===== src/rtl/conv_pkg.sv =====
// rtl/conv_pkg.sv - shared types and parameters for the convolution sequencer
//
// Holds the sequencer state enum, default counter widths, the legal memory
// read latency range and the helper used by the elaboration-time range check.
package conv_pkg;

  localparam int CW_DEF     = 10;
  localparam int IW_DEF     = 16;
  localparam int RD_LAT_MIN = 1;
  localparam int RD_LAT_MAX = 4;

  typedef enum logic [2:0] {
    ST_IDLE  = 3'd0,
    ST_LOAD  = 3'd1,
    ST_RUN   = 3'd2,
    ST_DRAIN = 3'd3,
    ST_HOLD  = 3'd4,
    ST_DONE  = 3'd5
  } conv_state_e;

  function automatic bit rd_lat_ok(input int lat);
    return (lat >= RD_LAT_MIN) && (lat <= RD_LAT_MAX);
  endfunction

endpackage


===== src/rtl/conv_dly_line.sv =====
// rtl/conv_dly_line.sv - fixed-depth shift register for latency-aligned strobes
//
// Delays a DW-bit vector by exactly DEPTH clock cycles.
// Ports:
//   clk, reset_n  clock, async active-low clear of every stage
//   d_i           vector entering the line
//   d_o           vector leaving the line DEPTH cycles later
module conv_dly_line #(
  parameter int DEPTH = 1,
  parameter int DW    = 2
) (
  input  logic          clk,
  input  logic          reset_n,
  input  logic [DW-1:0] d_i,
  output logic [DW-1:0] d_o
);

  logic [DW-1:0] pipe_q [DEPTH];

  always_ff @(posedge clk or negedge reset_n) begin
    if (!reset_n) begin
      for (int i = 0; i < DEPTH; i++) pipe_q[i] <= '0;
    end else begin
      pipe_q[0] <= d_i;
      for (int i = 1; i < DEPTH; i++) pipe_q[i] <= pipe_q[i-1];
    end
  end

  assign d_o = pipe_q[DEPTH-1];

endmodule


===== src/rtl/conv_sched.sv =====
// rtl/conv_sched.sv - sequencer for the template-matching convolution datapath
//
// Drives the large-image address generator, issues MAC strobes aligned to the
// memory read latency and returns one result per window via valid/ready.
// Ports:
//   clk, reset_n             clock, async active-low reset
//   start                    job start, honoured only when idle
//   SI_Height_W, SI_Weight_W template size, sampled on accepted start
//   agen_done                conv_done from the address generator
//   res_ready                downstream accepts the window result
//   agen_reset, agen_enable  address generator control
//   count1                   template pixel index 0..H*W-1
//   mac_clr, mac_en          accumulator strobes, RD_LAT cycles behind RUN
//   res_valid, win_idx       window result handshake and window index
//   busy, done               job status
module conv_sched
  import conv_pkg::*;
#(
  parameter int RD_LAT = 1,
  parameter int CW     = CW_DEF,
  parameter int IW     = IW_DEF
) (
  input  logic          clk,
  input  logic          reset_n,
  input  logic          start,
  input  logic [8:0]    SI_Height_W,
  input  logic [8:0]    SI_Weight_W,
  input  logic          agen_done,
  input  logic          res_ready,
  output logic          agen_reset,
  output logic          agen_enable,
  output logic [CW-1:0] count1,
  output logic          mac_clr,
  output logic          mac_en,
  output logic          res_valid,
  output logic [IW-1:0] win_idx,
  output logic          busy,
  output logic          done
);

  if (!rd_lat_ok(RD_LAT)) begin : g_rd_lat_bad
    $error("conv_sched: RD_LAT outside the supported range 1..4");
  end

  // Drain counter runs 0..RD_LAT-1; two bits cover the whole legal range.
  localparam logic [1:0] DRAIN_LAST = 2'(RD_LAT - 1);

  conv_state_e   state_q, state_d;
  logic [CW-1:0] count1_q, count1_d;
  logic [CW-1:0] limit_q, limit_d;
  logic [IW-1:0] win_idx_q, win_idx_d;
  logic          last_q, last_d;
  logic [1:0]    drain_q, drain_d;

  logic          accept;
  logic          run_end;
  logic [17:0]   hw_prod;
  logic [17:0]   hw_m1;
  logic [1:0]    dly_in;
  logic [1:0]    dly_out;

  assign accept  = start && (SI_Height_W != 9'd0) && (SI_Weight_W != 9'd0);
  assign run_end = (count1_q == limit_q);
  assign hw_prod = {9'd0, SI_Height_W} * {9'd0, SI_Weight_W};
  assign hw_m1   = hw_prod - 18'd1;

  always_ff @(posedge clk or negedge reset_n) begin
    if (!reset_n) begin
      state_q   <= ST_IDLE;
      count1_q  <= '0;
      limit_q   <= '0;
      win_idx_q <= '0;
      last_q    <= 1'b0;
      drain_q   <= '0;
    end else begin
      state_q   <= state_d;
      count1_q  <= count1_d;
      limit_q   <= limit_d;
      win_idx_q <= win_idx_d;
      last_q    <= last_d;
      drain_q   <= drain_d;
    end
  end

  always_comb begin
    state_d = state_q;
    case (state_q)
      ST_IDLE:  if (accept) state_d = ST_LOAD;
      ST_LOAD:  state_d = ST_RUN;
      ST_RUN:   if (run_end) state_d = ST_DRAIN;
      ST_DRAIN: if (drain_q == DRAIN_LAST) state_d = ST_HOLD;
      ST_HOLD:  if (res_ready) state_d = last_q ? ST_DONE : ST_RUN;
      ST_DONE:  state_d = ST_IDLE;
      default:  state_d = ST_IDLE;
    endcase
  end

  always_comb begin
    count1_d  = count1_q;
    limit_d   = limit_q;
    win_idx_d = win_idx_q;
    last_d    = last_q;
    drain_d   = drain_q;
    case (state_q)
      ST_IDLE: if (accept) limit_d = CW'(hw_m1);
      ST_LOAD: begin
        count1_d  = '0;
        win_idx_d = '0;
        last_d    = 1'b0;
      end
      ST_RUN: begin
        // Wrapping here leaves count1 at 0 for the next window's RUN entry.
        count1_d = run_end ? '0 : count1_q + CW'(1);
        drain_d  = '0;
      end
      ST_DRAIN: begin
        // The generator registers conv_done on the final RUN edge, so it is
        // visible in the first drain cycle.
        if (drain_q == 2'd0) last_d = agen_done;
        drain_d = drain_q + 2'd1;
      end
      ST_HOLD: if (res_ready && !last_q) win_idx_d = win_idx_q + IW'(1);
      default: ;
    endcase
  end

  always_comb begin
    agen_reset  = 1'b0;
    agen_enable = 1'b0;
    res_valid   = 1'b0;
    done        = 1'b0;
    busy        = 1'b1;
    case (state_q)
      ST_IDLE: busy        = 1'b0;
      ST_LOAD: agen_reset  = 1'b1;
      ST_RUN:  agen_enable = 1'b1;
      ST_HOLD: res_valid   = 1'b1;
      ST_DONE: done        = 1'b1;
      default: ;
    endcase
  end

  assign count1  = count1_q;
  assign win_idx = win_idx_q;

  // The clear strobe marks the first pixel of a window so that, after the
  // read latency, it lands on that window's first accumulate.
  assign dly_in = {state_q == ST_RUN, (state_q == ST_RUN) && (count1_q == '0)};

  conv_dly_line #(
    .DEPTH (RD_LAT),
    .DW    (2)
  ) u_dly (
    .clk     (clk),
    .reset_n (reset_n),
    .d_i     (dly_in),
    .d_o     (dly_out)
  );

  assign mac_en  = dly_out[1];
  assign mac_clr = dly_out[0];

endmodule


===== config.mk =====
export PLATFORM = sky130hd
export DESIGN_NAME = conv_sched
export DESIGN_NICKNAME = d
export VERILOG_FILES = /design/src/rtl/conv_pkg.sv /design/src/rtl/conv_dly_line.sv /design/src/rtl/conv_sched.sv
export SDC_FILE = /design/constraint.sdc
export NUM_CORES = 1
export LEC_CHECK = 0
export ABC_AREA = 1
export ABC_CLOCK_PERIOD_IN_PS = 2000
export BUFFER_PORTS_ARGS = -buffer_cell sky130_fd_sc_hd__buf_2
export CORE_UTILIZATION = 45
export CTS_BUF_LIST = sky130_fd_sc_hd__clkbuf_8 sky130_fd_sc_hd__clkbuf_16
export CTS_CLUSTER_DIAMETER = 100
export CTS_CLUSTER_SIZE = 14
export DETAILED_ROUTE_END_ITERATION = 16
export REMOVE_ABC_BUFFERS = 1
export SYNTH_ARGS = -nofsm -noshare
export SYNTH_HDL_FRONTEND = slang
export SYNTH_SLANG_ARGS = --single-unit

===== constraint.sdc =====
create_clock -name clk -period 2 [get_ports clk]
set_input_delay 0.4 -clock clk [delete_from_list [all_inputs] [get_ports clk]]
set_output_delay 0.4 -clock clk [all_outputs]
set_load 0.02 [all_outputs]

==> metrics.md <==
| Metric | Value |
|---|---|
| Status | finished with violations |
| Violated checks | negative setup slack |
| Root Driver | clkbuf_8 |
| Hold_buf cts | 0 |
| Worst clock skew | 0.00494 ns |
| RSZ-0062 raised after global routing | true |
| Max Cap Viol | 0 |
| Setup crit end kind | flop |
| TritonCTS clock tree | done |
| Period utilization | 197% |
| Hpwl dp | 8370 um |
| Post-Route WL | 10,900 um |
| Total number of vias | 3,978 |
| Register area | between 0.001 and 0.0015 mm2 |
| Largest fanout on the critical path | 4 |
| DRC errors left | 0 |
| Post-synth EDFFs | 0 |
| Hold WS | 0.0458 ns |
| Gate Count Post-Synth | 566 |
| Antenna Cells | 0 |
| First-pass GRT wire length | between 15,000 and 20,000 um |
| F_max | 0.254 GHz |
| Synth Area per Inst | 7.37 um2 |
| Total die area | 0.00966 mm2 |
| Yosys top cell by area | dfrtp_1 |
| Yosys warns | 0 |
| R2R Path Start | state_q[0] |
| Multi-input gate area | around 0.003 mm2 |
| DRT iter0 DRCs | about 150 |
| Floorplan row count | 34 |
| Total GRT Usage | 23.9% |
| Final Hold Fails | 0 |
| Leak pwr | 2.95 nW |
| Top cells by area, synth | dfrtp_1 (26%), nand2_1 (14%), fa_1 (14%) |
| Most frequent cell after synthesis | nand2_1 |
| Num Clock Sinks | 44 |
| Critical Path AT | 4.15 ns |
| Fillers | about 790 |
| Worst setup SP type | primary input |
| Power Total | 0.00693 W |
| Nets | 761 |
| Largest net degree at the start of global routing | 22 |
| Avg WL per Cell | around 14 um |
| Final setup margin | -1.94 ns |
| Post-route ant nets | 0 |
| Slew Limit Fails | 0 |
| Pwr dens | ~1200 mW/mm2 |
| Placed cell area | 0.00498 mm2 |
| Final setup viols | 8 |
| IO buf count | 55 |
| Slew @ Worst Pin | 0.496 ns |
| Yosys cell types | 38 |
| Ys async rst share | 100% |
| Clk buf depth | 2 |
| VDD IR max | ~0.00078 V |
| Remaining Overflow, GRT | 0 |
| Synthesis-to-layout area growth | 35.9% |
| Post-synth top cells | nand2_1 (157), inv_1 (109), dfrtp_1 (44) |
| Worst Setup SP | SI_Weight_W[2] |
| CTS buffer count | 5 |
| Vias per cell | 5.01 |
| Post-synthesis cell area | 0.00417 mm2 |
| Routability congestion estimate | 0.903 |
| H-tree levels | 2 |
| Clock slew at reported path FFs | around 0.090 ns |
| Fin Setup TNS | -11.65 ns |
| Slew headroom | 67.0% |
| Pre-antenna DRT Iters | 6 |
| Worst-Skew Late Latency | 0.31 ns |
| DIE WIDTH | 98.3 um |
| Share of layout cells above drive strength 1 | 34.7% |
| Post-synth top area share | between 20% and 30% |
| Cell area after layout | about 0.0057 mm2 |
| Final min period | 3.94 ns |
| Number of global-route vias before repair | 3,934 |
| Synthesis-stage register bit count | 44 |
| Die Height | between 90 and 100 um |
| Initial antenna violation count | 0 |
| CP Data Required Time | 2.21 ns |
| Seq/Total Area, Yosys | 26.4% |
| Worst Hold Class | primary input to async pin |
| Core area | 0.00885 mm2 |
| Top-Level Pins | 56 |
| CP Class | primary input to flop |
| Main synth FF type | dfrtp_1 |
| Initial core utilization | 47.1% |
metrics by stage:
stage / instances / util, % / setup slack (ns)
floorplan: 554 / - / -2.26
global placement: 779 / 56.3 / -2.48
detailed placement: 779 / 56.3 / -2.53
CTS: 793 / 61.9 / -1.83
global route: 794 / 64.1 / -2.08
finish: 794 / 64.1 / -1.94
worst paths after layout:
| path | endpoint | slack [ns] | cells after the start |
|---|---|---|---|
| hold reg to reg | limit_q[6] | 0.51 | 2 |
| setup / recovery | limit_q[9] | -1.94 | 18 |
| setup reg to reg | win_idx[9] | 0.25 | 8 |
| min in group clk | last_q | 0.33 | 3 |
| hold / removal | win_idx[9] | 0.05 | 1 |
| max in group asynchronous | limit_q[9] | 1.40 | 2 |
report_power, final:
group / internal (W) / leakage, nW / total, W / switching (W)
logic: 0.00219 / 2.31 / 0.00491 / 0.00272
registers: 0.00111 / 0.583 / 0.00130 / 0.000185
clock network: 0.000377 / 0.0548 / 0.000715 / 0.000338
total: 0.00368 / 2.95 / 0.00693 / 0.00324
per-layer routing:
metal	routed length [um]	vias up	global-route usage, %
met1	5280	1896	33.6
met3	323	14	3.15
met2	5150	59	39.3
met5	0	-	0
li1	-	2009	-
met4	131	0	5.63
timing repair:
action / 4_1_cts / 5_1_grt
pin swaps: 53 / 37
endpoints found under the setup margin: 8 / 11
setup buffers: 6 / 3
resized for setup: 82 / 50
worst max-delay path, cell delays in order:
cell and delay, ns:
buf_8 0.08, buf_6 0.10, nand2_4 0.04, fa_1 0.56, fa_1 0.45, fa_1 0.53
inv_2 0.04, fa_1 0.47, inv_1 0.05, fa_2 0.52, inv_2 0.05, ha_4 0.26
a21oi_4 0.17, o21ai_2 0.07, a21oi_2 0.14, nand3_1 0.11, nand3_2 0.07, nand2_2 0.04
registers in the layout (all words and copies together) (netlist names):
register / flops
drain_q: 2
u_dly.d_o: 2
limit_q: 10
state_q: 3
win_idx: 16
count1: 10
last_q: 1
layout make-up:
| type | instances | area share [%] |
|---|---|---|
| clock inverters | 3 | 0.817 |
| well taps | 108 | 2.38 |
| repair buffers | 124 | 15.8 |
| clock buffers | 5 | 1.21 |
| inverters | 115 | 7.72 |
| multi-input cells | 395 | 52.6 |
| flip-flops and latches | 44 | 19.4 |
cells in the final DEF (no fill, tap or decap), types with 13 or more instances in the layout:
master   Yosys  final
inv_2        3     24
nand3_1     39     34
nand2_1    157    132
fa_1        29     25
dfrtp_1     44     44
buf_4        0     58
ha_4         0     14
nand2_2      3     21
buf_6        0     18
nand4_1     13     13
buf_2        7     46
o21ai_0     23     18
inv_1      109     88
nor2_1      30     28
cells by family after synthesis:
family,share of synthesized area [%]
fa+ha+maj,21.1
buf+inv,12.0
simple gates,28.8
compound gates,7.35
flops,26.4
xor+xnor,4.41
No activity file was read; power rests on OpenSTA's default activity.
